==> src/rtl/vga_sync_gen_if.sv <==
// Raster timing bundle between the VGA sync generator and the pixel-generation logic.
`timescale 1ns/1ps
interface vga_sync_gen_if #(
    parameter int CNT_W = 10
);
    logic             pix_tick;
    logic             hsync;
    logic             vsync;
    logic             video_on;
    logic [CNT_W-1:0] x;
    logic [CNT_W-1:0] y;
    logic             line_start;
    logic             frame_start;

    modport master (
        input  pix_tick,
        output hsync, vsync, video_on, x, y, line_start, frame_start
    );

    modport slave (
        output pix_tick,
        input  hsync, vsync, video_on, x, y, line_start, frame_start
    );
endinterface

==> src/rtl/vga_sync_gen.sv <==
// VGA raster timing generator: pixel-tick enabled x/y counters with horizontal and
// vertical phase FSMs driving registered sync, video-active and start strobes.
`timescale 1ns/1ps
module vga_sync_gen #(
    parameter int   H_ACTIVE = 640,
    parameter int   H_FP     = 16,
    parameter int   H_SYNC   = 96,
    parameter int   H_BP     = 48,
    parameter int   V_ACTIVE = 480,
    parameter int   V_FP     = 10,
    parameter int   V_SYNC   = 2,
    parameter int   V_BP     = 33,
    parameter logic HS_POL   = 1'b0,
    parameter logic VS_POL   = 1'b0,
    parameter int   CNT_W    = 10
) (
    input  logic           clk,
    input  logic           reset,
    vga_sync_gen_if.master bus
);
    localparam int H_TOTAL = H_ACTIVE + H_FP + H_SYNC + H_BP;
    localparam int V_TOTAL = V_ACTIVE + V_FP + V_SYNC + V_BP;

    localparam logic [CNT_W-1:0] H_FP_AT   = CNT_W'(H_ACTIVE);
    localparam logic [CNT_W-1:0] H_SYNC_AT = CNT_W'(H_ACTIVE + H_FP);
    localparam logic [CNT_W-1:0] H_BP_AT   = CNT_W'(H_ACTIVE + H_FP + H_SYNC);
    localparam logic [CNT_W-1:0] H_LAST    = CNT_W'(H_TOTAL - 1);
    localparam logic [CNT_W-1:0] V_FP_AT   = CNT_W'(V_ACTIVE);
    localparam logic [CNT_W-1:0] V_SYNC_AT = CNT_W'(V_ACTIVE + V_FP);
    localparam logic [CNT_W-1:0] V_BP_AT   = CNT_W'(V_ACTIVE + V_FP + V_SYNC);
    localparam logic [CNT_W-1:0] V_LAST    = CNT_W'(V_TOTAL - 1);

    typedef enum logic [1:0] {
        PH_ACTIVE,
        PH_FP,
        PH_SYNC,
        PH_BP
    } phase_t;

    phase_t           h_state, h_next;
    phase_t           v_state, v_next;
    logic [CNT_W-1:0] x_next, y_next;
    logic             line_wrap, frame_wrap;

    always_comb begin
        x_next     = bus.x;
        y_next     = bus.y;
        line_wrap  = 1'b0;
        frame_wrap = 1'b0;
        if (bus.pix_tick) begin
            if (bus.x == H_LAST) begin
                x_next    = '0;
                line_wrap = 1'b1;
                if (bus.y == V_LAST) begin
                    y_next     = '0;
                    frame_wrap = 1'b1;
                end else begin
                    y_next = bus.y + CNT_W'(1);
                end
            end else begin
                x_next = bus.x + CNT_W'(1);
            end
        end
    end

    // Phase transitions look at the incoming position so the registered outputs
    // describe the same (x,y) as the counters with no extra pipeline stage.
    always_comb begin
        h_next = h_state;
        if (bus.pix_tick) begin
            case (h_state)
                PH_ACTIVE: if (x_next == H_FP_AT)   h_next = PH_FP;
                PH_FP:     if (x_next == H_SYNC_AT) h_next = PH_SYNC;
                PH_SYNC:   if (x_next == H_BP_AT)   h_next = PH_BP;
                PH_BP:     if (line_wrap)           h_next = PH_ACTIVE;
                default:                            h_next = PH_ACTIVE;
            endcase
        end
    end

    always_comb begin
        v_next = v_state;
        if (line_wrap) begin
            case (v_state)
                PH_ACTIVE: if (y_next == V_FP_AT)   v_next = PH_FP;
                PH_FP:     if (y_next == V_SYNC_AT) v_next = PH_SYNC;
                PH_SYNC:   if (y_next == V_BP_AT)   v_next = PH_BP;
                PH_BP:     if (frame_wrap)          v_next = PH_ACTIVE;
                default:                            v_next = PH_ACTIVE;
            endcase
        end
    end

    always_ff @(posedge clk) begin
        if (reset) begin
            h_state         <= PH_ACTIVE;
            v_state         <= PH_ACTIVE;
            bus.x           <= '0;
            bus.y           <= '0;
            bus.hsync       <= ~HS_POL;
            bus.vsync       <= ~VS_POL;
            bus.video_on    <= 1'b1;
            bus.line_start  <= 1'b0;
            bus.frame_start <= 1'b0;
        end else begin
            h_state         <= h_next;
            v_state         <= v_next;
            bus.x           <= x_next;
            bus.y           <= y_next;
            bus.hsync       <= (h_next == PH_SYNC) ? HS_POL : ~HS_POL;
            bus.vsync       <= (v_next == PH_SYNC) ? VS_POL : ~VS_POL;
            bus.video_on    <= (h_next == PH_ACTIVE) && (v_next == PH_ACTIVE);
            bus.line_start  <= line_wrap;
            bus.frame_start <= frame_wrap;
        end
    end
endmodule

==> src/flat_wrapper.sv <==
// flat-port wrapper written by rule: the top's interface ports become plain ports
module vga_sync_gen_flat 
#(
    parameter int   H_ACTIVE = 640,
    parameter int   H_FP     = 16,
    parameter int   H_SYNC   = 96,
    parameter int   H_BP     = 48,
    parameter int   V_ACTIVE = 480,
    parameter int   V_FP     = 10,
    parameter int   V_SYNC   = 2,
    parameter int   V_BP     = 33,
    parameter logic HS_POL   = 1'b0,
    parameter logic VS_POL   = 1'b0,
    parameter int   CNT_W    = 10
)
  (clk, reset, bus_pix_tick, bus_hsync, bus_vsync, bus_video_on, bus_x, bus_y, bus_line_start, bus_frame_start);
  vga_sync_gen_if #(.CNT_W(CNT_W)) bus_i ();
  input  logic clk;
  input  logic reset;
  input wire logic [$bits(bus_i.pix_tick)-1:0] bus_pix_tick;
  output wire logic [$bits(bus_i.hsync)-1:0] bus_hsync;
  output wire logic [$bits(bus_i.vsync)-1:0] bus_vsync;
  output wire logic [$bits(bus_i.video_on)-1:0] bus_video_on;
  output wire logic [$bits(bus_i.x)-1:0] bus_x;
  output wire logic [$bits(bus_i.y)-1:0] bus_y;
  output wire logic [$bits(bus_i.line_start)-1:0] bus_line_start;
  output wire logic [$bits(bus_i.frame_start)-1:0] bus_frame_start;
  assign bus_i.pix_tick = bus_pix_tick;
  assign bus_hsync = bus_i.hsync;
  assign bus_vsync = bus_i.vsync;
  assign bus_video_on = bus_i.video_on;
  assign bus_x = bus_i.x;
  assign bus_y = bus_i.y;
  assign bus_line_start = bus_i.line_start;
  assign bus_frame_start = bus_i.frame_start;
  vga_sync_gen #(.H_ACTIVE(H_ACTIVE), .H_FP(H_FP), .H_SYNC(H_SYNC), .H_BP(H_BP), .V_ACTIVE(V_ACTIVE), .V_FP(V_FP), .V_SYNC(V_SYNC), .V_BP(V_BP), .HS_POL(HS_POL), .VS_POL(VS_POL), .CNT_W(CNT_W)) u_core (.clk(clk), .reset(reset), .bus(bus_i));
endmodule
==> config.mk <==
export PLATFORM = sky130hd
export DESIGN_NAME = vga_sync_gen_flat
export DESIGN_NICKNAME = d
export VERILOG_FILES = /design/src/rtl/vga_sync_gen_if.sv /design/src/rtl/vga_sync_gen.sv /design/src/flat_wrapper.sv
export SDC_FILE = /design/constraint.sdc
export NUM_CORES = 1
export LEC_CHECK = 0
export BUFFER_PORTS_ARGS = -buffer_cell sky130_fd_sc_hd__buf_2
export CORE_UTILIZATION = 49
export DETAILED_ROUTE_END_ITERATION = 10
export PLACE_DENSITY = 0.7
export SYNTH_ARGS = -nofsm -noshare
export SYNTH_HDL_FRONTEND = slang
export SYNTH_SLANG_ARGS = --single-unit
==> constraint.sdc <==
create_clock -name clk -period 3.5 [get_ports clk]
set_input_delay 0.35 -clock clk [delete_from_list [all_inputs] [get_ports clk]]
set_output_delay 0.35 -clock clk [all_outputs]
set_load 0.01 [all_outputs]
==> results.md, run 1 <==
Route:
- In this run, the number of DRC markers left after iteration 0 of detailed routing was 60.
- The remaining routing DRC violations is 0.
- Using the TritonRoute via totals, the vias-per-cell ratio works out to 5.82.
- The per-cell routed wire length is 14.4 um.
- The residual antenna-violating net count after detailed routing is 0.
- Wires add up to 3.76 mm.
- The first detailed-routing pass ran for 6 iterations.
- The detailed-route via count is 1525.

Place:
- Once placement finished, the instance area stood at 1840 sq um.
- OpenSTA, run right after detailed placement, puts the worst setup slack at 914 ps.
- Including well taps, the total number of placed cells is 256.
- The HPWL after detailed placement is 2.56 mm.
- Routability-driven placement finished with a final weighted congestion of 0.845.
- In this run the tool buffered the top-level ports with 27 buffer cells.

STA:
- The clock period could shrink to 2600 ps.
- Setup violations remaining at the end of the flow were counted as 0.
- The worst path meets setup with 896 ps of slack.
- For the pin with the worst max-slew slack, the measured transition is 721 ps.
- The final hold violation count came to 0.
- The number of max-slew violations in the final report is 0.
- Of the available clock period, the critical path in the final layout requires 0.744.
- The clock tree skew after final layout is 9.30 ps.
- Setup repair after global routing left no endpoint under its margin.
- The worst pin sits at a relative slew slack of 0.516.
- The upper clock frequency limit is 0.384 GHz.
- Setup total negative slack on the finished layout was measured at 0 ps.

Setup path:
- The data arrival time at the worst-slack endpoint is 2830 ps.
- The slowest stage of the critical path belongs to the cell sky130_fd_sc_hd__dfxtp_1.
- The critical path data required time is 3720 ps.
- The largest stage delay on the critical path is 610 ps.
- The maximum fanout encountered on the critical timing path is 13.
- The setup slack of the worst register-to-register path is 900 ps.
- The critical path capture point type is a register.
- The signal on the critical path passes through ha_1 -> nand3_1 -> nor2b_1 -> a31oi_1 -> a2111oi_2 -> o211a_1 -> a21oi_2 -> a41o_1.
- The worst setup path endpoint is u_core.bus.video_on$_SDFF_PP1_.
- The beginning of the worst register-to-register path is u_core.bus.y[0]$_SDFF_PP0_.
- The worst setup path is launched from a register.
- For the worst flop-to-flop path, the logic depth is 8.
- The worst flop-to-flop path endpoint is u_core.bus.video_on$_SDFF_PP1_.
- The path type of the worst setup path is reg -> reg.
- The startpoint of the most critical setup path is u_core.bus.y[0]$_SDFF_PP0_.

Layout:
- The final design instance area without fill is 1880 sq um.
- The number of antenna diodes in the final layout is 0.
- At the end of the flow, the number of nets in the layout was 223.
- The area growth from synthesis to layout is 9.32%.
- In the final layout, the share of cells above drive strength 1 is 0.227.
- The filler-free cell count of the finished design is 262.
- The filler cell count is 334.

Floorplan:
- The initial utilization of the core area, before any placement, comes to 0.515.
- The die is 61.2 um wide.
- The floorplan row count is 21.
- The number of ports placed on the die boundary is 28.
- The floorplan die height is 61.2 um.
- The die area is 3750 sq um.
- The region available for standard cell placement spans 3340 sq um.

Yosys:
- The synthesized netlist cell count is 195.
- The average footprint of a synthesized cell is 8.81 sq um.
- After synthesis the netlist holds a flip-flop and latch count of 29.
- The area fraction of the dominant cell type after synthesis is 0.338.
- The share of the Yosys chip area taken by registers is 0.338.
- The number of nets in the synthesized netlist is 201.
- The area of the mapped netlist is 1720 sq um.
- By area the synthesized netlist is led by sky130_fd_sc_hd__dfxtp_1 34%, sky130_fd_sc_hd__xnor2_1 5.1%, sky130_fd_sc_hd__nor2_1 4.8%, sky130_fd_sc_hd__nor3_1 4.1%, sky130_fd_sc_hd__xor2_1 3.1%.
- The most instantiated flip-flop cell in the synthesis netlist is sky130_fd_sc_hd__dfxtp_1.
- The yosys synthesis warning count is 0.
- The number of different library cells used by synthesis comes to 54.
- The number of flops mapped to enable cells by yosys is 0.
- Of all flip-flops after synthesis, the portion carrying an async set or reset was 0.
- The biggest area contributor in the post-synthesis netlist is sky130_fd_sc_hd__dfxtp_1.

Outcome:
- The run finished with clean final reports.

Global route:
- The met1 layer usage reported by global route is 0.297.
- The first global-routing pass estimated 6.00 mm of wire.
- The met2 track utilization from global routing is 0.314.
- The global routing's busiest layer is met2.
- The global route total overflow is 0.
- The largest net degree at the start of global routing is 25.
- The fraction of met3 tracks used by global routing is 0.0756.
- The number of global-route vias before repair is 1313.
- The overall global routing resource usage is 0.220.
- The number of antenna violations at the first check in global routing is 0.

Clock network:
- The sink count of the clock tree is 29.
- The post-CTS resize count is 0.
- Buffers inserted during clock tree synthesis total 5.
- Clock-pin slew was measured on the worst setup and hold paths at 90 ps.
- The tree is rooted in a sky130_fd_sc_hd__clkbuf_4.
- TritonCTS built the clock tree.
- Post-CTS timing repair inserted 0 buffers for setup.
- At the later pin of the worst-skew pair, clock insertion delay measures 330 ps.
- The clock tree synthesis step divided the H-tree into 2 levels.
- The number of hold buffers added after CTS was 0.
- The deepest clock path buffer count is 2.

Pwr:
- Power spread over the standard cell area amounts to 289 nW/um^2.
- The total leakage power is 0.000728 uW.
- The peak supply drop is 0.000197 V.
- The total power after layout is 543 uW.

Min path:
- The worst hold path passes through 2 cells.
- The tightest min-delay check is of the in -> reg type.

Run:
- Max-cap violations in this run came to 0.
==> sequential cells by signal, indices dropped and copies added (netlist names) <==
| name | count |
|---|---|
| u_core.bus.x | 10 |
| u_core.bus.y | 10 |
| u_core.h_state | 2 |
| u_core.v_state | 2 |
| u_core.bus.frame_start | 1 |
| u_core.bus.hsync | 1 |
| u_core.bus.line_start | 1 |
| u_core.bus.video_on | 1 |
| u_core.bus.vsync | 1 |
==> layout make-up <==
class                           instances  area (sq um)  share of cell area
Multi-Input combinational cell        148          1040               0.554
Sequential cell                        29           581               0.309
Timing Repair Buffer                   27           135              0.0720
Tap cell                               46          57.6              0.0306
Clock buffer                            5          37.5              0.0200
Inverter                                6          22.5              0.0120
Clock inverter                          1          5.00             0.00266
==> cell usage after synthesis, types with 2 or more instances <==
library cell and number:
sky130_fd_sc_hd__a2111oi_2 2, sky130_fd_sc_hd__a21oi_1 7, sky130_fd_sc_hd__a21oi_2 3, sky130_fd_sc_hd__a31oi_1 7
sky130_fd_sc_hd__and2_1 2, sky130_fd_sc_hd__and3_1 5, sky130_fd_sc_hd__buf_2 6, sky130_fd_sc_hd__buf_4 2
sky130_fd_sc_hd__buf_6 2, sky130_fd_sc_hd__clkbuf_1 2, sky130_fd_sc_hd__dfxtp_1 29, sky130_fd_sc_hd__ha_1 3
sky130_fd_sc_hd__inv_1 6, sky130_fd_sc_hd__nand2_1 11, sky130_fd_sc_hd__nand2b_1 2, sky130_fd_sc_hd__nand3_1 7
sky130_fd_sc_hd__nand4_1 4, sky130_fd_sc_hd__nand4_4 2, sky130_fd_sc_hd__nor2_1 22, sky130_fd_sc_hd__nor2b_1 3
sky130_fd_sc_hd__nor3_1 14, sky130_fd_sc_hd__nor3b_1 3, sky130_fd_sc_hd__o2111a_1 2, sky130_fd_sc_hd__o21ai_0 4
sky130_fd_sc_hd__or3_1 2, sky130_fd_sc_hd__xnor2_1 10, sky130_fd_sc_hd__xor2_1 6
==> per-layer routing <==
layer | wire, um | vias to the layer above
met5 | 0 | -
met4 | 59 | 0
met3 | 208 | 7
met2 | 1740 | 53
met1 | 1760 | 716
li1 | - | 749
==> kinds of logic after synthesis <==
logic type / after synthesis / synth area share
and+or+nand+nor: 88 / 0.308
AOI/OAI and AO/OA: 40 / 0.188
DFF: 29 / 0.338
buffers and inverters: 18 / 0.0568
xor gates and xnor gates: 16 / 0.0816
adders and majority gates: 3 / 0.0219
muxes: 1 / 0.00583
==> metrics by stage <==
step	hold slack [ps]	utilization
5_1_grt	431	0.563
6_report	431	0.563
3_3_place_gp	544	0.550
2_1_floorplan	422	-
3_5_place_dp	555	0.550
4_1_cts	422	0.563
==> layout by cell type, fill, tap and decap left out, drive strengths merged, types with 2 or more instances in the layout <==
cell type	synthesis	final
buf	10	27
and3	5	5
ha	3	3
nor3	14	14
a21oi	10	10
nand3	7	7
inv	6	6
dfxtp	29	29
nor2	22	22
o2111a	2	2
a31oi	9	9
nand4	6	6
a2111oi	2	2
nor4b	2	2
and4	2	2
nor4	2	2
or3	3	3
xnor2	10	10
nor2b	3	3
a31o	2	2
nand2	11	11
xor2	6	6
nand2b	2	2
clkbuf	2	5
nor3b	3	3
and2	2	2
o21ai	5	5
==> report_power, final <==
| part | switching (uW) | internal (uW) |
|---|---|---|
| Sequential | 5.35 | 332 |
| Combinational | 14.6 | 9.92 |
| Clock | 111 | 69.4 |
==> how the worst min path moves through the flow <==
stage                                           from                           end  slack (ps)
after floorplan                                reset    u_core.bus.x[6]$_SDFF_PP0_         420
after global placement    u_core.bus.y[1]$_SDFF_PP0_    u_core.bus.y[1]$_SDFF_PP0_         540
after detailed placement  u_core.bus.y[1]$_SDFF_PP0_    u_core.bus.y[1]$_SDFF_PP0_         550
after CTS                               bus_pix_tick    u_core.bus.x[0]$_SDFF_PP0_         420
after global routing                    bus_pix_tick    u_core.bus.x[0]$_SDFF_PP0_         430
final                                          reset  u_core.h_state[0]$_SDFF_PP0_         430
==> worst max-delay path, delay by kind of cell (launching register included) <==
kind / cells / cell delay [ps]
fa+ha+maj: 1 / 370
compound gates: 5 / 1130
flops: 1 / 610
simple gates: 2 / 390
Power figures use the tool's default switching activity.
==> run 2, diff against run 1 <==
- ABC_AREA: not set -> 1
- PLACE_DENSITY: 0.7 -> 0.69
- clock period: 3.5 -> 2.6 ns (I/O delays scaled with it)
==> run 2 against run 1 <==
  * Critical path depth grew 6
  * Sequential share of layout area is 4.1 points lower
  * Area after synthesis grew 9.1%
  * Largest cell class unchanged
  * Via count grew 27%
  * Synthesized cell count is 55% higher
  * Core utilization up 2.8 points
  * Clock power up 130%
  * Clock skew down 2.7 ps
  * Routed wire length increased by 19%
  * Cell count up 47%
==> results.md, run 2 <==
Global route:
- The largest net degree at the start of global routing is 28.
- Across every metal layer, demand over resource in global routing totals 0.244.
- The number of global-route vias before repair is 1715.
- The global route total overflow is 0.
- The global-route wire length before repair is 7.73 mm.
- The number of antenna violations at the first check in global routing is 0.

Place:
- The number of placed instances, taps included, is 376.
- The half-perimeter wire length after detailed placement is 3.36 mm.
- Prior to clock tree synthesis, the placed netlist has a worst setup slack of 249 ps.
- At the end of routability-driven placement, the weighted congestion stood at 0.922.
- The instance area after placement is 2060 sq um.
- The count of input and output buffers is 27.

Pwr:
- The ratio of total power to cell area is 421 nW/um^2.
- The peak supply drop is 0.000315 V.
- The total leakage power is 0.00110 uW.

Setup path:
- The beginning of the worst register-to-register path is u_core.bus.x[1]$_SDFF_PP0_.
- The setup slack of the worst register-to-register path is 270 ps.
- Measured in cells, the most critical reg-to-reg path has a length of 14.
- Data arrives at the worst endpoint at 2510 ps.
- The path type of the worst setup path is reg -> reg.
- Along the worst path, the maximum fanout reaches 12.
- At the worst endpoint, the required time is 2780 ps.
- The worst flop-to-flop path endpoint is u_core.bus.video_on$_SDFF_PP1_.
- The worst setup path is launched from a register.
- The critical path capture point type is a register.

Min path:
- The worst hold path terminates at u_core.bus.x[1]$_SDFF_PP0_.
- The path type of the worst min-delay path is in -> reg.
- The instance count along the most critical hold path is 3.
- The startpoint identified for the worst hold timing path is bus_pix_tick.

Clock network:
- The total CTS buffers is 5.
- The clock tree from TritonCTS is built.
- The deepest clock path buffer count is 2.
- The H-tree was split into 2 levels.
- The number of hold buffers added after cts is 0.
- The clock latency of the later-clocked register in the worst-skew pair is 290 ps.
- Counting every sink on the clock net gives 29.
- The root cell of the clock tree is sky130_fd_sc_hd__clkbuf_8.
- After clock tree synthesis, the clock-pin slew on the worst setup and hold paths is 60 ps.

Floorplan:
- The number of ports placed on the die boundary is 28.
- The initial utilization of the core area, before any placement, comes to 0.512.
- The die covers 4080 sq um.
- The chip width is 63.8 um.
- The standard cell core area is 3660 sq um.
- The floorplan row count is 22.
- Measured along the y axis, the die boundary spans 63.8 um.

Yosys:
- The area of the mapped netlist is 1870 sq um.
- The number of register bits inferred by synthesis is 29.
- The share of flip-flops with an asynchronous set or reset is 0.
- The cell taking the most area after synthesis is sky130_fd_sc_hd__dfxtp_1.
- The most used flip-flop cell after synthesis is sky130_fd_sc_hd__dfxtp_1.
- The synthesized netlist cell count is 303.
- Of the total synthesized cell area, the portion taken by full adders, half adders and majority gates is 0.0200.
- The number of nets in the synthesized netlist is 309.
- Of the total synthesized cell area, the portion taken by AND, OR, NAND and NOR gates is 0.513.
- By count the netlist is led by 93 x sky130_fd_sc_hd__nand2_1, 46 x sky130_fd_sc_hd__nor2_1, 40 x sky130_fd_sc_hd__inv_1.
- The share of synthesized area in the top cell type comes to 0.310.
- The Yosys step of the flow raised 0 warnings.
- The dominant combinational cell family by area after synthesis is simple AND/OR/NAND/NOR gates.
- The area fraction in compound gates after synthesis is 0.0407.
- A synthesized cell averages 6.19 sq um.
- By area the synthesized netlist is led by sky130_fd_sc_hd__dfxtp_1 31%, sky130_fd_sc_hd__nand2_1 19%, sky130_fd_sc_hd__nor2_1 9.2%, sky130_fd_sc_hd__inv_1 8.0%, sky130_fd_sc_hd__nand3_1 7.2%.
- The share of the Yosys chip area taken by registers is 0.310.
- After synthesis, the share of cell area in mux cells is 0.
- The dominant cell by count in the synthesized netlist is sky130_fd_sc_hd__nand2_1.
- The number of different library cells used by synthesis comes to 27.
- The xor/xnor cell area share of the yosys netlist is 0.00935.
- The number of flops mapped to enable cells by yosys is 0.

Layout:
- Excluding fillers, the count of instances in the completed layout stands at 384.
- The layout has 368 filler cells.
- Leaving out fill and tap cells, the most frequent cells in the layout are 93 x sky130_fd_sc_hd__nand2_1, 46 x sky130_fd_sc_hd__nor2_1, 40 x sky130_fd_sc_hd__inv_1, 29 x sky130_fd_sc_hd__dfxtp_1.
- The most common cell after layout, fill and taps aside is sky130_fd_sc_hd__nand2_1.
- The finished cells cover 2160 sq um.
- The largest registers in the layout are u_core.bus.x (10), u_core.bus.y (10).
- The number of antenna repair diodes is 0.
- The area added between synthesis and finish is 15.5%.
- The layout cell share with drive strength beyond 1 is 0.199.
- The final net count is 341.

Route:
- The count of nets left with antenna violations once routing finished came out at 0.
- Before antenna repair, the detailed router went through 4 iterations.
- Dividing the detail-routed wire length by the instance count gives 11.7 um.
- After detailed routing, the number of remaining DRC violations is 0.
- For this block, the initial DRC count from the detailed router was 159.
- In the routed layout, each cell is associated on average with a via count of 5.06.
- The aggregate routed wire length is 4.48 mm.
- The detailed-route via count is 1942.

STA:
- For the final database, setup skew stands at 6.59 ps.
- The worst hold margin is 390 ps.
- The number of max-slew violations in the final report is 0.
- The routed design could run at a clock period as short as 2330 ps.
- The final hold violation count is 0.
- The final-report setup violation count is 0.
- Dividing the final minimum period by the clock period gives 0.897.
- For this run, the top clock speed supported by timing is 0.429 GHz.
- Setup repair after global routing left no endpoint under its margin.
- Summed over all failing endpoints, the final setup total negative slack is 0 ps.
- The post-layout worst setup margin is 269 ps.
- Measured against its own limit, the worst slew margin works out to 0.649.
- At the pin with the least slew margin, the transition time is 527 ps.

Run:
- The number of violations of the max-capacitance limit is 0.

Outcome:
- The run finished with clean final reports.
run 2: cell count changes after synthesis, moves of 5 or more:
cell and delta:
sky130_fd_sc_hd__nand2_1 +82, sky130_fd_sc_hd__inv_1 +34, sky130_fd_sc_hd__nor2_1 +24, sky130_fd_sc_hd__nand3_1 +20
sky130_fd_sc_hd__xnor2_1 -10, sky130_fd_sc_hd__nor3_1 -8, sky130_fd_sc_hd__a31oi_1 -7, sky130_fd_sc_hd__nand2_2 +6
sky130_fd_sc_hd__nor2_2 +6, sky130_fd_sc_hd__and3_1 -5, sky130_fd_sc_hd__nand4_1 +5
run 2: cell type report:
type,count,area (sq um),area share
repair buffers,32,173,0.0798
inverters,42,158,0.0728
well taps,48,60.1,0.0277
clock inverters,1,5.00,0.00231
clock buffers,7,96.3,0.0445
flip-flops and latches,29,581,0.268
multi-input cells,225,1090,0.505
run 2: report_power, final:
part | switching (uW) | internal, uW | total (uW)
Clock | 181 | 239 | 420
Sequential | 3.51 | 449 | 452
Combinational | 27.8 | 12.0 | 39.8
run 2: how the worst max path moves through the flow:
stage	from	end	slack, ps	cells after the start
2_1_floorplan	u_core.bus.x[0]$_SDFF_PP0_	u_core.bus.video_on$_SDFF_PP1_	630	15
3_3_place_gp	u_core.bus.x[0]$_SDFF_PP0_	u_core.bus.video_on$_SDFF_PP1_	330	12
3_5_place_dp	u_core.bus.x[0]$_SDFF_PP0_	u_core.bus.video_on$_SDFF_PP1_	250	12
4_1_cts	u_core.bus.x[0]$_SDFF_PP0_	u_core.bus.video_on$_SDFF_PP1_	250	12
5_1_grt	u_core.bus.x[0]$_SDFF_PP0_	u_core.bus.video_on$_SDFF_PP1_	3	14
6_report	u_core.bus.x[1]$_SDFF_PP0_	u_core.bus.video_on$_SDFF_PP1_	270	14
run 2: per-layer routing:
metal,vias to the layer above,part of all wire,track usage
met1,878,0.50,0.348
li1,1009,-,-
met3,8,0.048,0.0464
met4,0,0.018,0.105
met2,47,0.43,0.352
met5,-,0,0
run 2: logic make-up after synthesis:
logic type                 after synthesis
buffers and inverters                   49
AOI/OAI and AO/OA                       13
and+or+nand+nor                        207
adders and majority gates                3
xor gates and xnor gates                 2
DFF                                     29
run 2: through the flow:
step	total power (uW)	util
after floorplan	490	-
after global routing	941	0.591
after global placement	502	0.564
after CTS	924	0.591
final	912	0.591
after detailed placement	502	0.564
run 2: worst max-delay path, stage by stage, from the launching register on:
cell and delay, ps:
sky130_fd_sc_hd__dfxtp_1 390, sky130_fd_sc_hd__ha_1 220, sky130_fd_sc_hd__nand2_1 120, sky130_fd_sc_hd__nor2_4 140
sky130_fd_sc_hd__nand4_2 300, sky130_fd_sc_hd__nand2_1 140, sky130_fd_sc_hd__inv_1 40, sky130_fd_sc_hd__nor2_1 180
sky130_fd_sc_hd__nand2_1 70, sky130_fd_sc_hd__nor2_1 190, sky130_fd_sc_hd__nand4_1 180, sky130_fd_sc_hd__nand2_1 110
sky130_fd_sc_hd__nor2_1 50, sky130_fd_sc_hd__nand3_2 60, sky130_fd_sc_hd__nand2_1 50
run 2: what timing repair did:
action                                  CTS  global route
gates resized for setup                   0             1
endpoints found under the hold margin     0             0
setup buffers                             0             0
endpoints found under the setup margin    0             1
==> run 3, diff against run 2 <==
--- a/config.mk
+++ b/config.mk
@@ -9,2 +9,3 @@
 export BUFFER_PORTS_ARGS = -buffer_cell sky130_fd_sc_hd__buf_2
+export CORE_MARGIN = 2
 export CORE_UTILIZATION = 49
==> constraint.sdc (replaced) <==
create_clock -name clk -period 2.6 [get_ports clk]
set_input_delay 0.39 -clock clk [delete_from_list [all_inputs] [get_ports clk]]
set_output_delay 0.39 -clock clk [all_outputs]
set_load 0.01 [all_outputs]
==> run 3 against run 2 <==
  * Design area increased by 0.40%
  * Combinational power hardly changed
  * Clock skew rose by 1.1 ps
  * Largest power group unchanged
  * Clock power barely moved
  * Cell count unchanged
  * Global-route usage decreased by 1.2 points
  * Routed wire length down 0.98%
  * Worst setup slack better by 30 ps
  * Die area rose by 6.4%
  * First-iteration DRC count is 35% higher
  * Core utilization increased by 0.24 points
  * Register-to-register slack improved by 30 ps
==> results.md, run 3 (synthesis gave the netlist of run 2 again) <==
Outcome:
- The flow ran to the end, and the final reports show no timing, DRC or antenna violations.

Min path:
- The path type of the worst min-delay path is in -> reg.
- The startpoint identified for the worst hold timing path is bus_pix_tick.

Route:
- In this run the remaining antenna-violating nets after routing total 0.
- Across all layers, the routed design uses 1902 vias.
- The first routing iteration left 214 violations.
- The aggregate routed wire length is 4.44 mm.
- The per-cell routed wire length is 11.6 um.
- The number of detailed-routing iterations run before antenna repair is 4.
- For this run, design rule violations remaining after detail routing come to 0.
- Using the TritonRoute via totals, the vias-per-cell ratio works out to 4.95.

STA:
- The worst-case headroom to the max-slew limit is 0.645.
- For the finished layout, the period the worst path requires is 2300 ps.
- At the pin with the least slew margin, the transition time is 533 ps.
- The final critical-path share of the clock period is 0.885.
- Setup violations remaining at the end of the flow were counted as 0.
- Setup repair after global routing left no endpoint under its margin.
- The clock tree skew after final layout is 7.65 ps.
- Derived from the worst setup path, the maximum achievable clock frequency is 0.434 GHz.
- The number of max-slew violations in the final report was 0.
- The summed negative setup slack over all endpoints is 0 ps.
- The final hold violation count is 0.

Global route:
- The first global-routing pass estimated 7.62 mm of wire.
- The total overflow left after global routing is 0.
- The number of global-route vias before repair is 1629.
- The overall global routing resource usage is 0.232.
- The largest net degree at the start of global routing is 28.
- The number of antenna violations at the first check in global routing is 0.

Setup path:
- STA puts the critical path data required time at 2780 ps.
- The beginning of the worst register-to-register path is u_core.bus.x[0]$_SDFF_PP0_.
- The worst setup path is of the reg -> reg kind.
- The maximum fanout encountered on the critical timing path is 12.
- The data arrival time at the worst-slack endpoint is 2480 ps.
- The startpoint of the most critical setup path is u_core.bus.x[0]$_SDFF_PP0_.
- The critical path capture point type is a register.
- The element type at the critical path start is a register.

Clock network:
- The number of levels the H-tree was split into is 2.
- The number of hold buffers added after cts is 0.
- The sink count of the clock tree is 29.
- The deepest clock path buffer count is 2.
- Clock tree synthesis selected as its root buffer the cell sky130_fd_sc_hd__clkbuf_8.
- At the later pin of the worst-skew pair, clock insertion delay measures 290 ps.
- The clock tree from TritonCTS is built.
- The post-CTS clock slew at the launch and capture registers of the worst setup and hold paths is 70 ps.
- In this run, CTS created clock tree buffers numbering 5.

Layout:
- 0 antenna diodes ended up in the layout.
- Fill cells in the final layout number 367.
- In the layout the commonest cells are 93 x sky130_fd_sc_hd__nand2_1, 46 x sky130_fd_sc_hd__nor2_1, 40 x sky130_fd_sc_hd__inv_1, 29 x sky130_fd_sc_hd__dfxtp_1.
- For this run, the post-layout net count is 341.
- In the final layout, the registers with the most flip-flops are u_core.bus.x (10), u_core.bus.y (10).
- Leaving out fill and tap cells, the most frequent cell in the layout is sky130_fd_sc_hd__nand2_1.
- Compared with the post-synthesis result, the final layout area differs by 16.0%.
- The layout cell share with drive strength beyond 1 is 0.199.

Floorplan:
- Measured along the y axis, the die boundary spans 65.8 um.
- The floorplan has 22 rows.
- For this configuration, the core starts out at a cell density of 0.512.
- For this design the top-level I/O count stands at 28.
- The die is 65.8 um wide.
- The floorplan step defined a core boundary enclosing 3660 sq um.
- The floorplan step defined a die boundary enclosing 4340 sq um.

Place:
- The count of input and output buffers is 27.
- Once detailed placement completed, the half-perimeter wirelength came to 3.31 mm.
- The congestion estimate from routability-driven global placement came to 0.875.

Pwr:
- The worst-case IR drop observed on VDD is 0.000238 V.
- The total power after layout is 913 uW.
- The ratio of total power to cell area is 420 nW/um^2.
- The total leakage power is 0.00110 uW.

Run:
- Across the run, the number of max-cap violations was 0.
## run 3: cell types whose count changed in the layout (fill, tap and decap cells not counted)
cell                      before  now
sky130_fd_sc_hd__o21ai_1       1    0
sky130_fd_sc_hd__nand4_4       0    1
sky130_fd_sc_hd__nand4_2       1    0
sky130_fd_sc_hd__o21ai_0       1    2
## run 3: critical path, cell delays in order (launching register included)
cell,delay (ps)
sky130_fd_sc_hd__dfxtp_1,420
sky130_fd_sc_hd__ha_1,230
sky130_fd_sc_hd__nand2_1,120
sky130_fd_sc_hd__nor2_4,160
sky130_fd_sc_hd__nand4_4,230
sky130_fd_sc_hd__nand2_1,120
sky130_fd_sc_hd__inv_1,40
sky130_fd_sc_hd__nor2_1,170
sky130_fd_sc_hd__nand2_1,70
sky130_fd_sc_hd__nor2_1,210
sky130_fd_sc_hd__nand4_1,180
sky130_fd_sc_hd__a21oi_2,170
sky130_fd_sc_hd__nand2_1,70
## run 3: through the flow
stage	utilization	cell area (sq um)	instances	setup WS, ps	hold WS (ps)
after detailed placement	0.564	2060	376	216	530
after global placement	0.564	2060	376	193	531
final	0.594	2170	384	298	533
after global routing	0.594	2170	384	50.9	559
after floorplan	-	1870	303	631	535
after CTS	0.591	2160	384	193	514
## run 3: metal layers
metal / GRT usage / share of wire / vias to the layer above
met3: 0.0511 / 0.059 / 7
li1: - / - / 1007
met4: 0.0964 / 0.017 / 0
met1: 0.354 / 0.52 / 831
met5: 0 / 0 / -
met2: 0.308 / 0.40 / 57
## run 3: what timing repair did
item | CTS | global route
setup endpoints to repair | 0 | 4
buffers inserted | 0 | 0
resized for setup | 0 | 1
## run 3: cell type report
class / instances / area [sq um] / area share
clock inverters: 1 / 5.00 / 0.00230
well taps: 48 / 60.1 / 0.0276
clock buffers: 7 / 96.3 / 0.0443
inverters: 42 / 158 / 0.0725
repair buffers: 32 / 173 / 0.0794
flip-flops and latches: 29 / 581 / 0.267
multi-input cells: 225 / 1100 / 0.507
## run 3: worst paths after layout
check,to,slack [ps],cells past startpoint
max,u_core.bus.vsync$_SDFF_PP1_,300,12
min,u_core.bus.x[1]$_SDFF_PP0_,530,3
max reg2reg,u_core.bus.vsync$_SDFF_PP1_,300,12
min reg2reg,u_core.bus.y[5]$_SDFF_PP0_,540,2
## run 3: report_power, final
| part | total (uW) | internal, uW | switching [uW] |
|---|---|---|---|
| registers | 453 | 449 | 4.10 |
| clock network | 421 | 239 | 182 |
| logic | 39.7 | 12.9 | 26.8 |
| total | 913 | 700 | 213 |
